### src/rtl/instr_encoder.sv
// instr_encoder: packs RV32 instruction fields into a 32-bit word. Each word
// is tagged with an auto-incrementing instruction-memory address and held in a
// one-deep output register with a valid/ready handshake.
module instr_encoder (
  input  logic        clk,
  input  logic        reset,
  // request side
  input  logic        in_valid,
  output logic        in_ready,
  input  logic [2:0]  fmt,
  input  logic [6:0]  opcode,
  input  logic [2:0]  funct3,
  input  logic [6:0]  funct7,
  input  logic [4:0]  rd,
  input  logic [4:0]  rs1,
  input  logic [4:0]  rs2,
  input  logic [31:0] imm,
  // address counter load
  input  logic        base_load,
  input  logic [31:0] base_addr,
  // result side
  output logic        out_valid,
  input  logic        out_ready,
  output logic [31:0] out_instr,
  output logic [31:0] out_addr,
  // status
  output logic        err,
  input  logic        err_clr,
  output logic [15:0] word_cnt
);

  localparam int unsigned XLEN  = 32;
  localparam int unsigned CNT_W = 16;

  localparam logic [XLEN-1:0]  ADDR_STEP = XLEN'(4);
  localparam logic [CNT_W-1:0] CNT_MAX   = '1;

  localparam logic [2:0] FMT_R = 3'd0;
  localparam logic [2:0] FMT_I = 3'd1;
  localparam logic [2:0] FMT_S = 3'd2;
  localparam logic [2:0] FMT_B = 3'd3;
  localparam logic [2:0] FMT_U = 3'd4;
  localparam logic [2:0] FMT_J = 3'd5;

  typedef enum logic {
    ST_EMPTY = 1'b0,
    ST_FULL  = 1'b1
  } state_e;

  state_e            state_q;
  logic [XLEN-1:0]   instr_q;
  logic [XLEN-1:0]   oaddr_q;
  logic [XLEN-1:0]   addr_q;
  logic [XLEN-1:0]   addr_d;
  logic              err_q;
  logic              err_d;
  logic [CNT_W-1:0]  cnt_q;
  logic [CNT_W-1:0]  cnt_d;

  logic              imm_s12_c;
  logic              imm_s13_c;
  logic              imm_s21_c;
  logic              imm_even_c;
  logic              imm_lo_zero_c;
  logic              legal_c;
  logic [XLEN-1:0]   instr_c;
  logic              accept_c;
  logic              emit_c;
  logic              handshake_c;
  logic [XLEN-1:0]   slot_addr_c;

  assign out_valid = (state_q == ST_FULL);
  assign in_ready  = !out_valid || out_ready;
  assign out_instr = instr_q;
  assign out_addr  = oaddr_q;
  assign err       = err_q;
  assign word_cnt  = cnt_q;

  // Immediate range checks: a value fits N signed bits when every bit above
  // bit N-1 equals the sign bit.
  always_comb begin
    imm_s12_c     = (&imm[31:11]) || !(|imm[31:11]);
    imm_s13_c     = (&imm[31:12]) || !(|imm[31:12]);
    imm_s21_c     = (&imm[31:20]) || !(|imm[31:20]);
    imm_even_c    = !imm[0];
    imm_lo_zero_c = !(|imm[11:0]);
  end

  // Field packing and legality for the selected format.
  always_comb begin
    instr_c = '0;
    legal_c = 1'b0;
    case (fmt)
      FMT_R: begin
        instr_c = {funct7, rs2, rs1, funct3, rd, opcode};
        legal_c = 1'b1;
      end
      FMT_I: begin
        instr_c = {imm[11:0], rs1, funct3, rd, opcode};
        legal_c = imm_s12_c;
      end
      FMT_S: begin
        instr_c = {imm[11:5], rs2, rs1, funct3, imm[4:0], opcode};
        legal_c = imm_s12_c;
      end
      FMT_B: begin
        instr_c = {imm[12], imm[10:5], rs2, rs1, funct3, imm[4:1], imm[11], opcode};
        legal_c = imm_s13_c && imm_even_c;
      end
      FMT_U: begin
        instr_c = {imm[31:12], rd, opcode};
        legal_c = imm_lo_zero_c;
      end
      FMT_J: begin
        instr_c = {imm[20], imm[10:1], imm[11], imm[19:12], rd, opcode};
        legal_c = imm_s21_c && imm_even_c;
      end
      default: begin
        instr_c = '0;
        legal_c = 1'b0;
      end
    endcase
  end

  // Handshake qualifiers; a base load overrides the counter for this accept.
  always_comb begin
    accept_c    = in_valid && in_ready;
    emit_c      = accept_c && legal_c;
    handshake_c = out_valid && out_ready;
    slot_addr_c = base_load ? base_addr : addr_q;
  end

  // Next values for the address counter, sticky error and word counter.
  always_comb begin
    addr_d = addr_q;
    err_d  = err_q;
    cnt_d  = cnt_q;

    if (emit_c) begin
      addr_d = slot_addr_c + ADDR_STEP;
    end else if (base_load) begin
      addr_d = base_addr;
    end

    if (accept_c && !legal_c) begin
      err_d = 1'b1;
    end else if (err_clr) begin
      err_d = 1'b0;
    end

    if (handshake_c && (cnt_q != CNT_MAX)) begin
      cnt_d = cnt_q + CNT_W'(1);
    end
  end

  // Counter and status registers.
  always_ff @(posedge clk or posedge reset) begin
    if (reset) begin
      addr_q <= '0;
      err_q  <= 1'b0;
      cnt_q  <= '0;
    end else begin
      addr_q <= addr_d;
      err_q  <= err_d;
      cnt_q  <= cnt_d;
    end
  end

  // Output-register occupancy FSM; reset drops any pending word.
  always_ff @(posedge clk or posedge reset) begin
    if (reset) begin
      state_q <= ST_EMPTY;
      instr_q <= '0;
      oaddr_q <= '0;
    end else begin
      case (state_q)
        ST_EMPTY: begin
          if (emit_c) begin
            state_q <= ST_FULL;
            instr_q <= instr_c;
            oaddr_q <= slot_addr_c;
          end
        end
        ST_FULL: begin
          if (out_ready) begin
            if (emit_c) begin
              state_q <= ST_FULL;
              instr_q <= instr_c;
              oaddr_q <= slot_addr_c;
            end else begin
              state_q <= ST_EMPTY;
            end
          end
        end
        default: begin
          state_q <= ST_EMPTY;
        end
      endcase
    end
  end

endmodule

### config.mk
export PLATFORM = sky130hd
export DESIGN_NAME = instr_encoder
export DESIGN_NICKNAME = d
export VERILOG_FILES = /design/src/rtl/instr_encoder.sv
export SDC_FILE = /design/constraint.sdc
export NUM_CORES = 1
export LEC_CHECK = 0
export BUFFER_PORTS_ARGS = -buffer_cell sky130_fd_sc_hd__buf_2
export CAP_MARGIN = 20
export CORE_UTILIZATION = 51
export DETAILED_ROUTE_END_ITERATION = 12
export PLACE_DENSITY = 0.87
export SYNTH_ARGS = -nofsm -noshare
export SYNTH_HDL_FRONTEND = slang
export SYNTH_SLANG_ARGS = --single-unit
### constraint.sdc
create_clock -name clk -period 4.8 [get_ports clk]
set_input_delay 0.96 -clock clk [delete_from_list [all_inputs] [get_ports clk]]
set_output_delay 0.96 -clock clk [all_outputs]
set_load 0.1 [all_outputs]
Word-level counts from Yosys, hierarchy flattened
Index checks and enable logic that the tools add are counted.
Widths: inputs -> output; s select.

word-level totals
  bits in writable memories = 0
  register bits after elaboration = 114
  input bits = 105
  bits in latches = 0
  ROM bits = 0
  output and inout port bits = 83
  memories = 0

operators by class
  add/subtract/negate cells = 2
  mux-type cells = 15
  magnitude comparators = 0
  divide/modulo/power cells = 0
  reduce and logical (&&, ||, !) cells = 28
  shift-type cells = 0
  bitwise operators = 1
  eq/ne operators = 7
  $mul = 0

operator list
  kind                   count
  $mux 32                6
  $pmux 32 s6            1
  $pmux 32 s2            2
  $add 32x3->32 const B  1
  $reduce_or 12->1       2
  $reduce_and 21->1      1
  $reduce_or 21->1       1
  $reduce_and 20->1      1
  $reduce_or 20->1       1
  $add 16x1->16 const B  1
  $ne 16x16->1 const B   1
  $reduce_and 12->1      1
  $logic_and 1x1->1      7
  $logic_not 1->1        7
  $eq 3x2->1 const B     2
  $eq 3x3->1 const B     2
  $pmux 1 s5             1
  $logic_or 1x1->1       4
  $mux 1                 4
  $eq 3x1->1 const B     1
  $logic_not 3->1        1
  $ne 2x2->1 const B     1
  $pmux 1 s2             1
  $reduce_bool 2->1      1
  2 further kinds        2

Depth between registers and ports, before layout
Gate-level depths: netlist of the first run.

  word-level depth = 9
  mapped depth = 10
  mapped depth without buffers = 8

Least setup slack after synthesis of the first run
OpenSTA, ideal clock, no wires.

  path type = input port to flip-flop
  from = in base_load
  to = reg addr_q[28]
  required time = 4.675 ns
  data arrival time = 3.134 ns
  setup slack = 1.541 ns
  path buffers = 3
  cell stages on the path = 10
  cell sequence = buf_2 -> buf_1 -> buf_2 -> mux2_2 -> ha_1 -> a21boi_0 -> nand4_1 -> nor2_1 -> o2111ai_1 -> xnor2_1

on the way
  cells in the longest elaborated chain, start to end = 3

ends and longest elaborated chain
  item                      RTL line  RTL
  start: declaration        19        input logic base_load,
  $mux 32                   --
  named net slot_addr_c[3]  70        logic [XLEN-1:0] slot_addr_c;
  $add 32x3->32             140       addr_d = slot_addr_c + ADDR_STEP;
  $mux 32                   139       if (emit_c) begin
  named net addr_d[28]      54        logic [XLEN-1:0] addr_d;
  end signal: assignment    163       addr_q <= addr_d;
  end: declaration          53        logic [XLEN-1:0] addr_q;

The timed path passes the listed nets, and every way through them passes these cells.
A chain may end at the register's enable or synchronous reset.

Final worst setup path of the first run
  from = in imm[18]
  to = reg oaddr_q[14] (netlist: out_addr[14])

on the way
  cells in the longest elaborated chain, start to end = 9
  elaborated cells on any way between the ends = 14
  those cells by class = mux: 4; reduce/logical: 10

ends and longest elaborated chain
  item                    RTL line  RTL
  start: declaration      17        input logic [31:0] imm,
  $reduce_or 20->1        83        imm_s13_c = (&imm[31:12]) || !(|imm[31:12]);
  $logic_not 1->1         83
  $logic_or 1x1->1        83
  $logic_and 1x1->1       108       legal_c = imm_s13_c && imm_even_c;
  $pmux 1 s5 (*)          93        case (fmt)
  $logic_and 1x1->1 (*)   128       emit_c = accept_c && legal_c;
  $mux 32 (*)             --
  $mux 32                 --
  $pmux 32 s2 (*)         --
  end signal: assignment  181       oaddr_q <= slot_addr_c;
  end signal: assignment  189       oaddr_q <= slot_addr_c;
  end: declaration        52        logic [XLEN-1:0] oaddr_q;

Every way passes the cells marked *; elsewhere a longest branch is shown, timed or not. The select of a mux whose other input is x is not followed.

==> results of run 1 <==
logic make-up (layout without fill, tap and decap cells):
group / after synthesis / in the layout / synth area share [%]
multiplexers: 84 / 84 / 15.81
adder cells (fa/ha/maj): 2 / 2 / 0.4243
buffers and inverters: 39 / 232 / 3.098
AND/OR/NAND/NOR: 152 / 152 / 13.66
flip-flops: 114 / 114 / 48.38
XOR/XNOR: 45 / 45 / 6.684
AO/OA/AOI/OAI: 113 / 113 / 11.95
worst max-delay path: cells and delay by family:
| kind | cells | cell delay (ns) |
|---|---|---|
| buffers and inverters | 2 | 0.40 |
| AO/OA/AOI/OAI | 1 | 0.49 |
| AND/OR/NAND/NOR | 4 | 1.43 |
| multiplexers | 1 | 0.35 |
worst min path at each step:
stage / startpoint / endpoint / slack, ns / depth (start not counted)
floorplan: addr_q[0] / addr_q[0] / 0.47 / 1
global placement: out_addr[14] / out_addr[14] / 0.46 / 1
detailed placement: out_addr[22] / out_addr[22] / 0.47 / 1
CTS: out_addr[22] / out_addr[22] / 0.48 / 1
global route: reset / out_instr[5] / 0.41 / 2
finish: reset / out_instr[4] / 0.41 / 2
synth_stat cells, types with 4 or more instances:
master / n
a21oi_1: 42
a22oi_1: 8
and3_1: 4
buf_1: 8
buf_2: 11
buf_4: 6
clkbuf_1: 7
dfrtp_1: 114
inv_1: 7
mux2_1: 36
mux2_2: 37
mux2i_1: 11
nand2_1: 26
nand3_1: 21
nand3b_1: 8
nand4_1: 14
nor2_1: 17
nor2b_1: 21
nor3_1: 25
nor4_1: 6
o2111ai_1: 5
o211ai_1: 16
o21ai_0: 24
xnor2_1: 37
xor2_1: 8
where the power goes:
| group | total [W] | leakage (nW) | switching [W] | internal, W |
|---|---|---|---|---|
| clock | 0.00133 | 0.306 | 0.000425 | 0.000904 |
| sequential | 0.00125 | 1.38 | 0.000106 | 0.00114 |
| combinational | 0.00168 | 1.76 | 0.00138 | 0.000294 |
metrics by stage:
stage / util (%) / setup WS (ns) / area, µm²
after global routing: 68.72 / 1.236 / 7580
final: 68.72 / 1.436 / 7580
after CTS: 68.47 / 1.484 / 7552
after global placement: 62.76 / 1.192 / 6923
after floorplan: - / 0.8243 / 5897
after detailed placement: 62.76 / 1.074 / 6923
layer usage:
layer	track usage [%]	vias up
met4	8.857	0
met1	30.43	2442
met5	0	-
met2	44.92	194
li1	-	2365
met3	9.010	29
cell type report:
cell class,instances,area [µm²]
inverter,7,28.78
sequential,114,2853
clock inverter,10,155.1
fill,845,3451
timing repair buffer,193,1013
multi-input combinational,396,2880
clock buffer,22,474.2
tap,140,175.2
sequential cells by signal, indices dropped and copies added, names as in the netlist:
register / cells
addr_q: 32
out_valid: 1
word_cnt: 16
err: 1
out_instr: 32
out_addr: 32
==> flow_metrics.env, run 1 <==
export IMPL_outcome="completed"
export IMPL_required_ns=5.09
export IMPL_whs_ns=0.4114
export IMPL_yosysTopAreaCell="dfrtp_1"
export IMPL_vdd_drop_max_mv=0.6709
export IMPL_die_area_um2=12000
export IMPL_cts_buffers=17
export IMPL_die_h_um=109.5
export IMPL_crit_arrival_ns=3.66
export IMPL_grt_usage_pct=26.15
export IMPL_cp_startpoint="imm[18]"
export IMPL_fmax_mhz=297.3
export IMPL_power_density_nw_per_um2=561.2
export IMPL_setup_worst_path_end="out_addr[14]"
export IMPL_hold_viol_final=0
export IMPL_synth_top_cells_by_area="dfrtp_1 48%, mux2_2 7.1%, mux2_1 6.9%"
export IMPL_synth_area_per_cell_um2=10.74
export IMPL_final_cell_mix="187 x buf_2, 114 x dfrtp_1, 41 x a21oi_1"
export IMPL_end_kind="flip-flop"
export IMPL_timing_critical_path_from_type="input port"
export IMPL_drive_gt1_share_pct=35.71
export IMPL_synth_nets=656
export IMPL_overflow=0
export IMPL_p_leak_nw=3.448
export IMPL_cp_cell_sequence="buf_2 > or4_1 > nor2_1 > nand3_1 > a211oi_4 > or2_2 > buf_12 > mux2_1"
export IMPL_wl_met1_mm=6.130
export IMPL_grt_pass1_vias=5022
export IMPL_fin_cells=882
export IMPL_postCtsSetupBuffers=0
export IMPL_area_delta_synth_final_pct=28.54
export IMPL_grt_max_degree=81
export IMPL_dp_cells=849
export IMPL_ant_nets=0
export IMPL_slew_viol_final=0
export IMPL_grt_pass1_wl_mm=23.91
export IMPL_reg2reg_from="addr_q[2]"
export IMPL_critical_path_class="in -> reg"
export IMPL_critical_path_slowest_cell="or4_1"
export IMPL_gp_congestion=0.9191
export IMPL_synthFlopType="dfrtp_1"
export IMPL_portBuffers=187
export IMPL_synthArstFlopShare_pct=100.0
export IMPL_start_util_pct=53.46
export IMPL_tns_ns=0
export IMPL_hpwlAfterDp_mm=10.93
export IMPL_htree_levels=4
export IMPL_hold_class="in -> async"
export IMPL_highest_layer="met4"
export IMPL_route_detailed_drc=0
export IMPL_chipWidth_um=109.5
export IMPL_layout_min_cycle_time_ns=3.364
export IMPL_fp_row_count=38
export IMPL_drt_iter0_drc=343
export IMPL_setup_viol_count_final=0
export IMPL_reg2regPathDepth=8
export IMPL_slowest_delay_ns=0.51
export IMPL_cts_sinks=114
export IMPL_pin_count=188
export IMPL_ys_warn_count=0
export IMPL_netlist_cell_type_count=45
export IMPL_dr_wl_met2_mm=7.584
export IMPL_wire_per_inst_um=17.11
export IMPL_rsz0062_at_grt="no"
export IMPL_r2r_slack_ns=2.39
export IMPL_antenna_found_initial=0
export IMPL_yosysTopAreaCellShare_pct=48.38
export IMPL_max_slew_margin_rel_pct=39.40
export IMPL_root_buffer="clkbuf_16"
export IMPL_final_common_cell="buf_2"
export IMPL_dr_pass1_iters=5
export IMPL_syn_inst=549
export IMPL_synth_edf_count=0
export IMPL_worst_path_max_fanout=42
export IMPL_vias_per_cell=5.703
export IMPL_fin_crit_sh_pct=70.08
export IMPL_max_cap_violations=0
export IMPL_reg2reg_to="addr_q[28]"
export IMPL_report_power_total_w=0.004254
export IMPL_post_synth_instance_area_um2=5897
export IMPL_clkTransAtPathRegs_ns=0.05
export IMPL_num_antenna_cells=0
export IMPL_dr_total_vias=5030
export IMPL_postCtsHoldBufs=0
export IMPL_worstMarginPinSlew_ns=0.8948
export IMPL_postCtsResizedCells=0
export IMPL_cts_max_path_buffers=2
export IMPL_core_area_um2=11030
export IMPL_clk_latency_ns=0.42
export IMPL_clock_skew_ns=0.008557
export IMPL_wirelength_mm=15.09
export IMPL_layout_nets=836
export IMPL_yosysSeqAreaShare_pct=48.38
export IMPL_met3_length_mm=1.141
export IMPL_synth_seq_cells=114
export IMPL_cts_tree="built"
(Power assumes the default switching activity.)
==> run 2, diff against run 1 <==
==> constraint.sdc (replaced) <==
create_clock -name clk -period 3.2 [get_ports clk]
set_input_delay 0.64 -clock clk [delete_from_list [all_inputs] [get_ports clk]]
set_output_delay 0.64 -clock clk [all_outputs]
set_load 0.1 [all_outputs]
==> run 2 against run 1 <==
  * Power rose by 42%
  * Largest cell class unchanged
  * Critical path depth fell by 1
  * Non-clock buffer count rose by 11
  * Cell count rose by 1.1%
  * Global-route usage rose by 0.75 points
  * Sequential share of layout area rose by 0.22 points
  * Largest power group unchanged
  * Combinational power rose by 51%
  * Clock power rose by 22%
==> flow_metrics.env, run 2 (same netlist as run 1, synthesis figures left out) <==
export IMPL_critical_path_class="in -> reg"
export IMPL_grt_pass1_vias=5169
export IMPL_grt_max_degree=47
export IMPL_hpwlAfterDp_mm=11.68
export IMPL_gp_congestion=0.9365
export IMPL_crit_arrival_ns=2.90
export IMPL_cts_tree="built"
export IMPL_cts_buffers=17
export IMPL_cts_sinks=114
export IMPL_ant_nets=0
export IMPL_clkTransAtPathRegs_ns=0.05
export IMPL_hold_viol_final=0
export IMPL_root_buffer="clkbuf_16"
export IMPL_max_cap_violations=0
export IMPL_dr_pass1_iters=5
export IMPL_dp_cells=861
export IMPL_chipWidth_um=109.5
export IMPL_fin_cells=892
export IMPL_busiest_layer="met2"
export IMPL_detailed_place_area_um2=7027
export IMPL_postCtsHoldBufs=0
export IMPL_clock_skew_ns=0.01865
export IMPL_rsz0062_at_grt="no"
export IMPL_drt_iter0_drc=346
export IMPL_dr_total_vias=5099
export IMPL_pin_count=188
export IMPL_whs_ns=0.4352
export IMPL_use_met3_pct=7.528
export IMPL_vias_per_cell=5.716
export IMPL_slew_viol_final=0
export IMPL_final_common_cell="buf_2"
export IMPL_wire_per_inst_um=17.44
export IMPL_vdd_drop_max_mv=0.8797
export IMPL_fin_crit_sh_pct=81.74
export IMPL_tns_ns=0
export IMPL_drive_gt1_share_pct=36.04
export IMPL_crit_buf_inv=1
export IMPL_outcome="completed"
export IMPL_grt_use_met2_pct=46.90
export IMPL_report_power_total_w=0.006020
export IMPL_postCtsResizedCells=0
export IMPL_wirelength_mm=15.56
export IMPL_setup_viol_count_final=0
export IMPL_die_area_um2=12000
export IMPL_fp_row_count=38
export IMPL_cts_max_path_buffers=2
export IMPL_layout_nets=847
export IMPL_htree_levels=4
export IMPL_core_area_um2=11030
export IMPL_worst_path_max_fanout=25
export IMPL_layout_min_cycle_time_ns=2.616
export IMPL_slowest_delay_ns=0.43
export IMPL_cp_top_family="simple AND/OR/NAND/NOR gates"
export IMPL_num_antenna_cells=0
export IMPL_fmax_mhz=382.3
export IMPL_ff_latch_area_um2=2853
export IMPL_worstMarginPinSlew_ns=0.9544
export IMPL_cp_cell_sequence="buf_2 > mux2i_1 > a221oi_1 > and3_1 > nor2b_1 > o2111ai_1 > xnor2_1"
export IMPL_met1_usage_pct=31.70
export IMPL_multiInputGateArea_um2=2880
export IMPL_overflow=0
export IMPL_die_h_um=109.5
export IMPL_timing_critical_path_from_type="input port"
export IMPL_antenna_found_initial=0
export IMPL_hold_class="in -> async"
export IMPL_power_density_nw_per_um2=799.0
export IMPL_design_area_um2=7535
export IMPL_start_util_pct=53.46
export IMPL_end_kind="flip-flop"
export IMPL_critical_path_slowest_cell="a221oi_1"
export IMPL_clk_latency_ns=0.41
export IMPL_grt_pass1_wl_mm=24.59
export IMPL_portBuffers=187
export IMPL_area_delta_synth_final_pct=27.77
export IMPL_required_ns=3.48
export IMPL_route_detailed_drc=0
export IMPL_final_cell_mix="187 x buf_2, 114 x dfrtp_1, 41 x a21oi_1"
export IMPL_fillers=808
export IMPL_max_slew_margin_rel_pct=36.24
export IMPL_p_leak_nw=3.441
export IMPL_grt_usage_pct=26.90
export IMPL_postCtsSetupBuffers=0
==> run 2: routing by layer <==
layer	part of all wire, %	vias to the layer above
met5	0	-
met4	2.1	0
met3	6.3	28
met2	51	185
met1	41	2494
li1	-	2392
==> run 2: path summary, 6_finish.rpt <==
path / slack (ns) / startpoint / endpoint / cells past startpoint
worst min-delay path: 0.44 / reset / addr_q[6] / 2
worst min register to register: 0.48 / out_addr[22] / out_addr[22] / 1
worst max register to register: 0.94 / addr_q[4] / addr_q[31] / 6
min in group clk: 0.44 / err_clr / err / 2
max in group asynchronous: 1.90 / reset / addr_q[19] / 3
worst max-delay path: 0.58 / base_load / addr_q[31] / 7
==> run 2: worst register-to-register path, delay by kind of cell (launching register included) <==
family | cells | cell delay [ns]
compound gates | 2 | 0.73
simple gates | 3 | 0.85
flops | 1 | 0.39
xor+xnor | 1 | 0.18
==> run 2: report_power, final <==
group | total (W) | switching [W] | internal, W
clock network | 0.00162 | 0.000606 | 0.00102
registers | 0.00187 | 0.000160 | 0.00171
logic | 0.00253 | 0.00208 | 0.000447
==> run 2: final cells by class <==
type                    count  area share, %
clock inverters             6         0.4318
inverters                   7         0.3985
repair buffers            204          14.45
flip-flops and latches    114          37.86
clock buffers              25          6.310
well taps                 140          2.325
multi-input cells         396          38.23
==> run 2: metrics by stage <==
step	util (%)	worst slack [ns]
final	68.31	0.5843
after global routing	68.31	0.3553
after CTS	68.31	0.5886
after detailed placement	63.70	0.2104
after global placement	63.70	0.3478
after floorplan	-	0.01619
==> run 3, diff against run 2 <==
--- a/config.mk
+++ b/config.mk
@@ -5,11 +5,12 @@
 export SDC_FILE = /design/constraint.sdc
 export NUM_CORES = 1
 export LEC_CHECK = 0
+export ABC_AREA = 1
 export BUFFER_PORTS_ARGS = -buffer_cell sky130_fd_sc_hd__buf_2
 export CAP_MARGIN = 20
-export CORE_UTILIZATION = 51
+export CORE_UTILIZATION = 48
 export DETAILED_ROUTE_END_ITERATION = 12
-export PLACE_DENSITY = 0.87
+export PLACE_DENSITY = 0.84
 export SYNTH_ARGS = -nofsm -noshare
 export SYNTH_HDL_FRONTEND = slang
 export SYNTH_SLANG_ARGS = --single-unit
==> constraint.sdc (replaced) <==
create_clock -name clk -period 2.1 [get_ports clk]
set_input_delay 0.42 -clock clk [delete_from_list [all_inputs] [get_ports clk]]
set_output_delay 0.42 -clock clk [all_outputs]
set_load 0.1 [all_outputs]
==> run 3 against run 2 <==
  * Power rose by 50%
  * Clock power is 69% higher
  * Utilization is 5.5 points lower
  * Synthesized cell count grew 83%
  * Die area rose by 23%
  * Highest routed layer unchanged
  * Critical path type is now reg -> out
  * Via count rose by 41%
  * Largest power group unchanged
  * Sequential power increased by 48%
==> flow_metrics.env, run 3 <==
export IMPL_crit_arrival_ns=1.33
export IMPL_fmax_mhz=570.8
export IMPL_start_util_pct=49.22
export IMPL_max_slew_margin_rel_pct=59.32
export IMPL_fillers=1245
export IMPL_fin_cells=1399
export IMPL_worst_path_max_fanout=3
export IMPL_ys_warn_count=0
export IMPL_critical_path_slowest_cell="buf_2"
export IMPL_area_delta_synth_final_pct=27.60
export IMPL_synth_top_cells_by_area="dfrtp_1 42%, nand2_1 25%, nand3_1 10%"
export IMPL_cp_top_family="buffers and inverters"
export IMPL_clock_skew_ns=0.01217
export IMPL_hpwlAfterDp_mm=13.85
export IMPL_layout_min_cycle_time_ns=1.752
export IMPL_hold_class="in -> async"
export IMPL_end_kind="output pin"
export IMPL_setup_viol_count_final=0
export IMPL_drt_iter0_drc=693
export IMPL_chipWidth_um=121.3
export IMPL_ant_nets=0
export IMPL_postCtsSetupBuffers=0
export IMPL_fin_crit_sh_pct=83.43
export IMPL_yosysSeqAreaShare_pct=41.76
export IMPL_route_detailed_drc=0
export IMPL_cts_tree="built"
export IMPL_netlist_cell_type_count=36
export IMPL_clkTransAtPathRegs_ns=0.05
export IMPL_cts_buffers=17
export IMPL_power_density_nw_per_um2=1038
export IMPL_yosysTopAreaCellShare_pct=41.76
export IMPL_num_antenna_cells=0
export IMPL_final_common_cell="nand2_1"
export IMPL_timing_critical_path_from_type="flip-flop"
export IMPL_outcome="completed"
export IMPL_pin_count=188
export IMPL_synthFlopType="dfrtp_1"
export IMPL_hold_viol_final=0
export IMPL_grt_use_met2_pct=42.97
export IMPL_yosysMostFrequentCell="nand2_1"
export IMPL_core_area_um2=13880
export IMPL_grt_pass1_wl_mm=31.83
export IMPL_grt_max_degree=115
export IMPL_cts_sinks=114
export IMPL_htree_levels=4
export IMPL_synth_top_cells_by_count="464 x nand2_1, 136 x nand3_1, 114 x dfrtp_1, 69 x nor2_1, 62 x inv_1"
export IMPL_cts_max_path_buffers=2
export IMPL_postCtsHoldBufs=0
export IMPL_tns_ns=0
export IMPL_worstMarginPinSlew_ns=0.6102
export IMPL_cp_cell_sequence="nand2_2 > buf_2"
export IMPL_ff_latch_area_um2=2861
export IMPL_synthArstFlopShare_pct=100.0
export IMPL_use_met3_pct=7.049
export IMPL_critical_path_class="reg -> out"
export IMPL_crit_buf_inv=1
export IMPL_p_leak_nw=4.835
export IMPL_max_cap_violations=0
export IMPL_antenna_found_initial=0
export IMPL_slew_viol_final=0
export IMPL_wirelength_mm=18.89
export IMPL_overflow=0
export IMPL_whs_ns=0.1759
export IMPL_dp_cells=1367
export IMPL_drive_gt1_share_pct=25.51
export IMPL_vdd_drop_max_mv=0.8032
export IMPL_dr_total_vias=7185
export IMPL_synth_edf_count=0
export IMPL_wire_per_inst_um=13.50
export IMPL_dr_pass1_iters=5
export IMPL_gp_congestion=0.9220
export IMPL_busiest_layer="met2"
export IMPL_layout_nets=1313
export IMPL_fp_row_count=43
export IMPL_grt_pass1_vias=6755
export IMPL_portBuffers=187
export IMPL_root_buffer="clkbuf_16"
export IMPL_post_synth_instance_area_um2=6832
export IMPL_final_cell_mix="462 x nand2_1, 187 x buf_2, 136 x nand3_1"
export IMPL_die_area_um2=14710
export IMPL_required_ns=1.68
export IMPL_synth_area_per_cell_um2=6.811
export IMPL_rsz0062_at_grt="no"
export IMPL_clk_latency_ns=0.42
export IMPL_vias_per_cell=5.136
export IMPL_multiInputGateArea_um2=3487
export IMPL_synth_seq_cells=114
export IMPL_synth_nets=1110
export IMPL_postCtsResizedCells=0
export IMPL_slowest_delay_ns=0.42
export IMPL_met1_usage_pct=36.27
export IMPL_yosysTopAreaCell="dfrtp_1"
export IMPL_die_h_um=121.3
export IMPL_syn_inst=1003
export IMPL_grt_usage_pct=27.42
run 3: stage by stage:
step / total power [W] / worst slack (ns) / cell area (µm²) / utilization, %
floorplan: 0.005585 / -0.04893 / 6847 / -
detailed placement: 0.006332 / -0.01234 / 8154 / 58.74
global placement: 0.006287 / 0.01594 / 8154 / 58.74
global route: 0.009429 / 0.1675 / 8717 / 62.80
finish: 0.009046 / 0.3480 / 8717 / 62.80
CTS: 0.009117 / 0.3213 / 8717 / 62.80
run 3: final cells by class:
type	count	area share [%]
timing repair buffer	226	15.10
sequential	114	32.83
clock buffer	21	5.167
inverter	68	3.029
multi-input combinational	779	40.00
clock inverter	11	1.292
tap	180	2.584
run 3: routing by layer:
layer | part of all wire [%] | vias up
met4 | 2.1 | 0
met5 | 0 | -
met3 | 7.6 | 38
met2 | 47 | 291
li1 | - | 3548
met1 | 43 | 3308
run 3: final timing paths:
path / from / to / cells after the start / slack [ns]
setup / recovery: out_valid / in_ready / 2 / 0.35
hold / removal: reset / out_valid / 3 / 0.18
setup reg to reg: word_cnt[0] / word_cnt[5] / 8 / 0.37
hold reg to reg: out_addr[15] / out_addr[15] / 2 / 0.46
max in group asynchronous: reset / word_cnt[2] / 3 / 1.46
min in group clk: err_clr / err / 2 / 0.20
run 3: cells by family after synthesis:
family                   count (synthesis)  share of synthesized area (%)
flip-flops                             114                          41.76
AND/OR/NAND/NOR                        719                          44.19
XOR/XNOR                                25                          3.205
adder cells (fa/ha/maj)                  2                         0.3662
AO/OA/AOI/OAI                           33                          3.022
buffers and inverters                  110                          7.454
run 3: power by group:
| part | switching (W) | leakage, nW | total, W | internal [W] |
|---|---|---|---|---|
| clock network | 0.000986 | 0.272 | 0.00274 | 0.00176 |
| logic | 0.00293 | 3.12 | 0.00354 | 0.000617 |
| registers | 0.000203 | 1.44 | 0.00276 | 0.00255 |
| total | 0.00412 | 4.83 | 0.00905 | 0.00493 |
run 3: worst reg2reg max path: stages (launching register included):
cell and delay (ns):
dfrtp_2 0.42, ha_1 0.21, nand3_1 0.13, nor2_1 0.10, nand3_1 0.10, nand3_1 0.11, inv_1 0.28, nand2_1 0.12
xnor2_1 0.15
